<file path="src/rtl/status_cond_unit_pkg.sv">
// Shared definitions for the status register / condition unit and its
// reusable condition checker.
package status_cond_unit_pkg;

  localparam int unsigned STATUS_W = 4;
  localparam int unsigned COND_W   = 4;

  localparam int unsigned FLAG_N = 3;
  localparam int unsigned FLAG_Z = 2;
  localparam int unsigned FLAG_C = 1;
  localparam int unsigned FLAG_V = 0;

  localparam logic [COND_W-1:0] COND_EQ = 4'h0;
  localparam logic [COND_W-1:0] COND_NE = 4'h1;
  localparam logic [COND_W-1:0] COND_CS = 4'h2;
  localparam logic [COND_W-1:0] COND_CC = 4'h3;
  localparam logic [COND_W-1:0] COND_MI = 4'h4;
  localparam logic [COND_W-1:0] COND_PL = 4'h5;
  localparam logic [COND_W-1:0] COND_VS = 4'h6;
  localparam logic [COND_W-1:0] COND_VC = 4'h7;
  localparam logic [COND_W-1:0] COND_HI = 4'h8;
  localparam logic [COND_W-1:0] COND_LS = 4'h9;
  localparam logic [COND_W-1:0] COND_GE = 4'hA;
  localparam logic [COND_W-1:0] COND_LT = 4'hB;
  localparam logic [COND_W-1:0] COND_GT = 4'hC;
  localparam logic [COND_W-1:0] COND_LE = 4'hD;
  localparam logic [COND_W-1:0] COND_AL = 4'hE;
  localparam logic [COND_W-1:0] COND_NV = 4'hF;

endpackage

</file>
<file path="src/rtl/status_cond_unit_cond_check.sv">
// Pure combinational ARM condition-field evaluation against an NZCV vector.
// Shared with the branch unit, so it carries no state.
module cond_check
  import status_cond_unit_pkg::*;
(
  input  logic [COND_W-1:0]   i_cond,
  input  logic [STATUS_W-1:0] i_flags,
  output logic                o_pass_c
);

  logic w_n;
  logic w_z;
  logic w_c;
  logic w_v;

  assign w_n = i_flags[FLAG_N];
  assign w_z = i_flags[FLAG_Z];
  assign w_c = i_flags[FLAG_C];
  assign w_v = i_flags[FLAG_V];

  // Reserved code NV falls through to the default and never passes.
  always_comb begin
    o_pass_c = 1'b0;
    case (i_cond)
      COND_EQ: o_pass_c = w_z;
      COND_NE: o_pass_c = !w_z;
      COND_CS: o_pass_c = w_c;
      COND_CC: o_pass_c = !w_c;
      COND_MI: o_pass_c = w_n;
      COND_PL: o_pass_c = !w_n;
      COND_VS: o_pass_c = w_v;
      COND_VC: o_pass_c = !w_v;
      COND_HI: o_pass_c = w_c & !w_z;
      COND_LS: o_pass_c = !w_c | w_z;
      COND_GE: o_pass_c = (w_n == w_v);
      COND_LT: o_pass_c = (w_n != w_v);
      COND_GT: o_pass_c = !w_z & (w_n == w_v);
      COND_LE: o_pass_c = w_z | (w_n != w_v);
      COND_AL: o_pass_c = 1'b1;
      default: o_pass_c = 1'b0;
    endcase
  end

endmodule

</file>
<file path="src/rtl/status_cond_unit.sv">
// Architectural status register with EXE->ID flag forwarding and a one-entry
// valid/ready stage holding the condition decision for the ID/EXE boundary.
module status_cond_unit
  import status_cond_unit_pkg::*;
(
  input  logic                clk,
  input  logic                rst,
  input  logic [STATUS_W-1:0] statusIn,
  input  logic                exeSIn,
  input  logic                exeValidIn,
  input  logic [COND_W-1:0]   condIn,
  input  logic                idValidIn,
  output logic                idReadyOut,
  input  logic                flushIn,
  input  logic                downReadyIn,
  output logic                validOut,
  output logic                condPassOut,
  output logic [STATUS_W-1:0] statusOut,
  output logic                carryOut
);

  logic [STATUS_W-1:0] r_sr;
  logic                r_valid;
  logic                r_cond_pass;

  logic                w_sr_we;
  logic [STATUS_W-1:0] w_flags;
  logic                w_accept;
  logic                w_pass;

  // The EXE instruction is older than any flush source, so its flags commit regardless.
  assign w_sr_we = exeValidIn & exeSIn;
  assign w_flags = w_sr_we ? statusIn : r_sr;

  assign idReadyOut = !r_valid | downReadyIn;
  assign w_accept   = idValidIn & idReadyOut & !flushIn;

  cond_check u_cond_check (
    .i_cond   (condIn),
    .i_flags  (w_flags),
    .o_pass_c (w_pass)
  );

  always_ff @(posedge clk or negedge rst) begin
    if (!rst) begin
      r_sr <= '0;
    end else if (w_sr_we) begin
      r_sr <= statusIn;
    end
  end

  // Flush beats accept and hold; a held decision is never re-evaluated.
  always_ff @(posedge clk or negedge rst) begin
    if (!rst) begin
      r_valid     <= 1'b0;
      r_cond_pass <= 1'b0;
    end else if (flushIn) begin
      r_valid <= 1'b0;
    end else if (w_accept) begin
      r_valid     <= 1'b1;
      r_cond_pass <= w_pass;
    end else if (downReadyIn) begin
      r_valid <= 1'b0;
    end
  end

  assign validOut    = r_valid;
  assign condPassOut = r_cond_pass;
  assign statusOut   = r_sr;
  assign carryOut    = r_sr[FLAG_C];

endmodule

</file>
<file path="config.mk">
export PLATFORM = sky130hd
export DESIGN_NAME = status_cond_unit
export DESIGN_NICKNAME = d
export VERILOG_FILES = /design/src/rtl/status_cond_unit_pkg.sv /design/src/rtl/status_cond_unit_cond_check.sv /design/src/rtl/status_cond_unit.sv
export SDC_FILE = /design/constraint.sdc
export NUM_CORES = 1
export LEC_CHECK = 0
export BUFFER_PORTS_ARGS = -buffer_cell sky130_fd_sc_hd__buf_2
export CORE_AREA = 8 8 45 47
export CTS_CLUSTER_SIZE = 10
export DETAILED_ROUTE_END_ITERATION = 10
export DIE_AREA = 0 0 53 55
export PLACE_DENSITY = 0.74
export SYNTH_ARGS = -nofsm -noshare
export SYNTH_HDL_FRONTEND = slang
export SYNTH_SLANG_ARGS = --single-unit
</file>
<file path="constraint.sdc">
create_clock -name clk -period 2.1 [get_ports clk]
set_input_delay 0.315 -clock clk [delete_from_list [all_inputs] [get_ports clk]]
set_output_delay 0.315 -clock clk [all_outputs]
set_load 0.05 [all_outputs]
</file>
======== Word level (Yosys, flattened, before mapping) ========
Index checks and enable logic that the tools add are counted.
operators by class
  reductions and logical operators ........ 9
  bitwise logic cells ..................... 9
  muxes and demuxes ....................... 5
  equality and inequality tests ........... 16
operators by type and width
  kind                                            count
  == test 4 bit (second input constant)           7
  == test 4 x 3 -> 1 bit (second input constant)  4
  case mux 1 bit (15 select lines)                1
  == test 4 x 2 -> 1 bit (second input constant)  2
  zero test 1 bit                                 6
  bitwise AND 1 bit                               5
  == test 4 x 1 -> 1 bit (second input constant)  1
  zero test 4 bit                                 1
  two-way mux 4 bit                               1
  two-way mux 1 bit                               3
  bitwise OR 1 bit                                3
  nonzero test 3 bit                              1
  AND reduction 2 bit                             1
  == test 1 bit                                   1
  inequality test 1 bit                           1
  NOT 1 bit                                       1
word-level totals
  output and inout bits ................... 8
  word-level logic and storage cells ...... 42
  input bits .............................. 15
  flip-flop bits (word level) ............. 6

======== Logic depth before layout (Yosys ltp) ========
  word-level depth ........................ 6
  gate-level depth with buffers ........... 6
  gate-level depth less buffers ........... 5

======== Hierarchy ========
From an unflattened synthesis, not the netlist that was laid out.
second synthesis, totals
  cells, all modules ...................... 46
  area total of the unflattened synthesis .. 452.9 um2
by module, submodules not included
  module            instances  area an instance (um2)  cells an instance
  status_cond_unit  1          259.0                   18
  cond_check        1          193.9                   28

======== Worst setup path after synthesis ========
Ideal clock, no wire load.
  path type ............................... flip-flop to flip-flop
  from .................................... register r_valid, in the netlist validOut
  to ...................................... register r_cond_pass, in the netlist condPassOut
  arrival time ............................ 1.827 ns
  period minus slack after synthesis ...... 1.908 ns
  setup time .............................. 0.080 ns
  data required time ...................... 2.020 ns
  cell stages (with the launch flop) ...... 5
  path buffers ............................ 0
  slack ................................... 0.192 ns
  cell sequence ........................... dfrtp_1 -> nand2b_1 -> a31oi_1 -> or3b_2 -> o211ai_2
on the way
  longest elaborated chain between the ends .. 5
ends and longest elaborated chain
  what                            RTL line                text
  from (decl)                     status_cond_unit.sv:23  logic r_valid;
  from (signal assigned)          status_cond_unit.sv:55  r_valid <= 1'b0;
  from (signal assigned)          status_cond_unit.sv:58  r_valid <= 1'b0;
  from (signal assigned)          status_cond_unit.sv:60  r_valid <= 1'b1;
  zero test 1 bit                 status_cond_unit.sv:35  assign idReadyOut = !r_valid | downReadyIn;
  bitwise OR 1 bit                status_cond_unit.sv:35
  net idReadyOut                  status_cond_unit.sv:13  output logic idReadyOut,
  bitwise AND 1 bit (2 in a row)  status_cond_unit.sv:36  assign w_accept = idValidIn & idReadyOut & !flushIn;
  AND reduction 2 bit (no line)   -
  to (signal assigned)            status_cond_unit.sv:61  r_cond_pass <= w_pass;
  to (decl)                       status_cond_unit.sv:24  logic r_cond_pass;
The timed path passes the listed nets, and every way through them passes these cells.
A chain may end at the register's enable or synchronous reset.

======== Worst setup path in the final report ========
  from .................................... register r_sr[1], in the netlist statusOut[1]
  to ...................................... register r_cond_pass, in the netlist condPassOut
on the way
  longest elaborated chain between the ends .. 4
  elaborated cells between the ends (all ways) .. 5
ends and longest elaborated chain
  what                                  RTL line                                                              text
  from (decl)                           status_cond_unit.sv:22                                                logic [STATUS_W-1:0] r_sr;
  from (signal assigned)                status_cond_unit.sv:48                                                r_sr <= statusIn;
  two-way mux 4 bit (*)                 -
  zero test 1 bit                       status_cond_unit_cond_check.sv:28, status_cond_unit_cond_check.sv:34
  bitwise OR 1 bit                      status_cond_unit_cond_check.sv:34                                     COND_LS: o_pass_c = !w_c | w_z;
  case mux 1 bit (15 select lines) (*)  status_cond_unit_cond_check.sv:24                                     case (i_cond)
Mark *: on every way between the ends. The rest lies on a longest branch, timed or not.

==> run summary <==
Counting tap cells, the placed design contains a total of 87 instances. After detailed routing, the average wire length per cell comes to 15.2 um. The first global-routing pass estimated 2230 um of wire. Port buffering added 22 buffers. The clock reaches the later pin of the worst-skew pair after 0.25 ns. Type of element capturing the critical path: a flop.

The initialized floorplan defines 14 standard-cell rows. By area the synthesized netlist is led by dfrtp_1, xnor2_1, and3_2. Setup repair after global routing left no endpoint under its margin.

The die is 55 um tall. The cell area after synthesis is 505 sq um, and the total wire length is 1380 um. The post-synthesis average cell area was 9.72 sq um. In this run the most used layer during global routing was met2. Routability-driven placement finished with a final weighted congestion of 0.815.

For this run, the total global-route usage over all layers was measured as 10.4%. The part of the cycle the worst path needs is 71.4%. Counting along the longest clock path gives a buffer depth of 2.

Timing would allow up to 667 MHz. The tools report the number of hold-slack violations in the final timing report as 0. The run gives 0 as the number of warnings issued by yosys. Max-capacitance violation count: 0. The tools report the number of nets still failing antenna checks after routing as 0. Once routing completed, OpenROAD measured the worst setup slack at 0.600 ns.

The endpoint identified for the worst register-to-register timing path is condPassOut$_DFFE_PN0P_. The internal portion of the total power is 272 uW. The standard cell core area was 1380 sq um; the first-pass iteration count of the detailed router was 4. In this run the biggest area consumer among cell types represents 29.7% of the synthesized area. The worst register-to-register path begins at statusOut[1]$_DFF_PN0_.

Per report_power, the combinational group accounts for 45.2% of the total. Entering global routing, the biggest net connects 11 pins. The data required time at the worst endpoint is 2.21 ns.

Per report_power, the clock group accounts for 24.0% of the total. The commonest cells after synthesis are dfrtp_1, xnor2_1, and3_2, inv_1. For this run, the leading register cell type out of synthesis is dfrtp_1. In the global route stage, met1 resource usage came out at 10.8%. For this run the aggregate overflow at the end of global routing stands at 0. For the total negative slack, the log shows 0 ns. For the pin with the worst max-slew slack, the measured transition is 0.342 ns. The total vias in the final route is 500. Global routing usage on met3: 3.48%. For the number of design-rule violations left by the first detailed-router iteration, the log shows 2. The synthesized design spends more area on one cell type than any other, namely dfrtp_1. In the synthesized netlist, the number of instances is 52.

Sequential element share of the synthesized area: 29.7%. The count of cells along the worst register-to-register path was 4; the maximum vdd drop was 0.000207 V. The number of different library cells used by synthesis comes to 38.

The tools report the nature of the critical path startpoint as a flop. Counting the buffers created by CTS gives 3. The run finished with clean final reports. The switching portion of total power was 41.4%; the final period demand of the worst path was 1.50 ns. The floorplan step defined a die boundary enclosing 2920 sq um. Counting the fill cells in the layout gives 133.

The initial core utilization is 36.5%. The post-route netlist has 50.7% of its cells at a drive strength greater than 1. After detailed routing, the number of vias per cell comes to 5.49.

The number of nets in the synthesized netlist is 67. TritonCTS built the clock tree. From left edge to right edge, the die measures 53 um. Tracing the worst setup path back leads to its startpoint at statusOut[1]$_DFF_PN0_. The HPWL reported at the end of detailed placement was 1120 um; the total power after layout was 465 uW. For this design, the slowest cell found on the critical path is mux4_2.

The startpoint-to-endpoint class of the critical path is flop to flop. The tools report the library cell used as clock root buffer as clkbuf_4. The logs give 1 for the number of H-tree levels and 76.6% for the relative slew slack. The largest clock skew in the final design came out at 0.00699 ns. For this design the top-level I/O count stands at 23. In this run the power spent charging and discharging nets is 193 uW. The number of slew-limit violations in the final report was 0. The largest stage delay on the critical path was 0.50 ns. The final layout contains 92 nets. The number of antenna violations at the first check in global routing came out at 0. For met2 alone, demand over resource in global routing was 16.6%. For this design the ratio of total power to cell area is 712 nW/um^2. The tools report the worst setup timing slack at the placement stage as 0.488 ns. Most common cell in the synthesized netlist: dfrtp_1. Type of the tightest min-delay check: input port to flop. For the number of endpoints failing setup at the final stage, the log shows 0. The destination of the critical timing path is condPassOut$_DFFE_PN0P_. For the number of standard cells in the layout, taps in and fillers out, the log shows 91. The post-cts resize count is 0, and the flip-flop and latch count after synthesis is 6.

The arrival time reported for the critical path endpoint was 1.61 ns. Along the worst path, the maximum fanout reaches 5. The number of antenna diodes in the final layout is 0.

The detailed-route DRC error count was 0. Traced cell by cell, the critical path runs through mux4_2 -> xnor2_1 -> o221ai_1 -> o211ai_2. In this run the register-to-register setup slack is 0.60 ns.

Hold timing on the final database bottoms out at a slack of 0.237 ns. The logs give 516 for the via count of the first global-routing pass and 0.310 nW for the static power due to leakage. Count of flip-flops with a built-in enable after synthesis: 0.

Clock-pin slew was measured on the worst setup and hold paths at 0.04 ns. Sequential cells account for 30.8% of the total power. The proportion of register bits with asynchronous set or reset after synthesis is 100%, and the area added between synthesis and finish is 29.2%. The run gives 6 as the number of clock sinks seen by CTS.
## metrics by stage
stage,util [%],instance area (sq um)
after global placement,44.8,621
after detailed placement,44.8,621
after global routing,47.2,653
final,47.2,653
after CTS,47.2,653
after floorplan,-,505
## kinds of logic after synthesis
| family | synth area share [%] |
|---|---|
| AO/OA/AOI/OAI | 24.5 |
| multiplexers | 9.40 |
| buffers and inverters | 5.94 |
| flip-flops | 29.7 |
| XOR/XNOR | 6.93 |
| AND/OR/NAND/NOR | 23.5 |
## critical path: cells and delay by family (launching register included)
family | cells | cell delay, ns
AO/OA/AOI/OAI | 2 | 0.32
multiplexers | 1 | 0.50
flip-flops | 1 | 0.41
XOR/XNOR | 1 | 0.15
## placed cells by master, fill, tap and decap left out, types with 2 or more instances in the layout
cell type,synthesis,layout
a21boi_0,2,2
and3_2,3,3
buf_2,0,22
clkbuf_4,0,3
dfrtp_1,6,6
inv_1,3,3
nand3_1,2,2
xnor2_1,4,4
## how the worst min path moves through the flow
stage	start	end	cells past startpoint	slack, ns
floorplan	rst	condPassOut$_DFFE_PN0P_	0	0.02
global placement	rst	statusOut[1]$_DFF_PN0_	1	0.15
detailed placement	rst	validOut$_DFFE_PN0P_	1	0.15
CTS	flushIn	validOut$_DFFE_PN0P_	2	0.24
global route	flushIn	validOut$_DFFE_PN0P_	2	0.23
finish	flushIn	validOut$_DFFE_PN0P_	2	0.24
## metal layers
layer / up-vias / share of wire, %
met1: 241 / 43
met5: - / 0
met4: 0 / 0
li1: 246 / -
met2: 13 / 51
met3: 0 / 5.6
## power by group through the flow
| stage | combinational [mW] | sequential [mW] | clock [mW] |
|---|---|---|---|
| global placement | 0.205 | 0.145 | 0 |
| global route | 0.222 | 0.146 | 0.130 |
| detailed placement | 0.208 | 0.145 | 0 |
| floorplan | 0.101 | 0.199 | 0 |
| finish | 0.210 | 0.143 | 0.111 |
| CTS | 0.211 | 0.143 | 0.112 |
## final cells by class
| type | count | area (sq um) | area share (%) |
|---|---|---|---|
| timing repair buffer | 23 | 120 | 18.4 |
| sequential | 6 | 150 | 23.0 |
| inverter | 4 | 15.0 | 2.30 |
| tap | 16 | 20.0 | 3.07 |
| multi-input combinational | 39 | 325 | 49.8 |
| clock buffer | 3 | 22.5 | 3.45 |
## repair_timing
item	CTS	global route
hold buffers	1	0
hold endpoints to repair	6	0
buffers inserted	0	0
## state kept, by name (all words and copies together), names as in the netlist
signal and count:
statusOut 4, validOut 1, condPassOut 1
No activity file was read; power rests on OpenSTA's default activity.
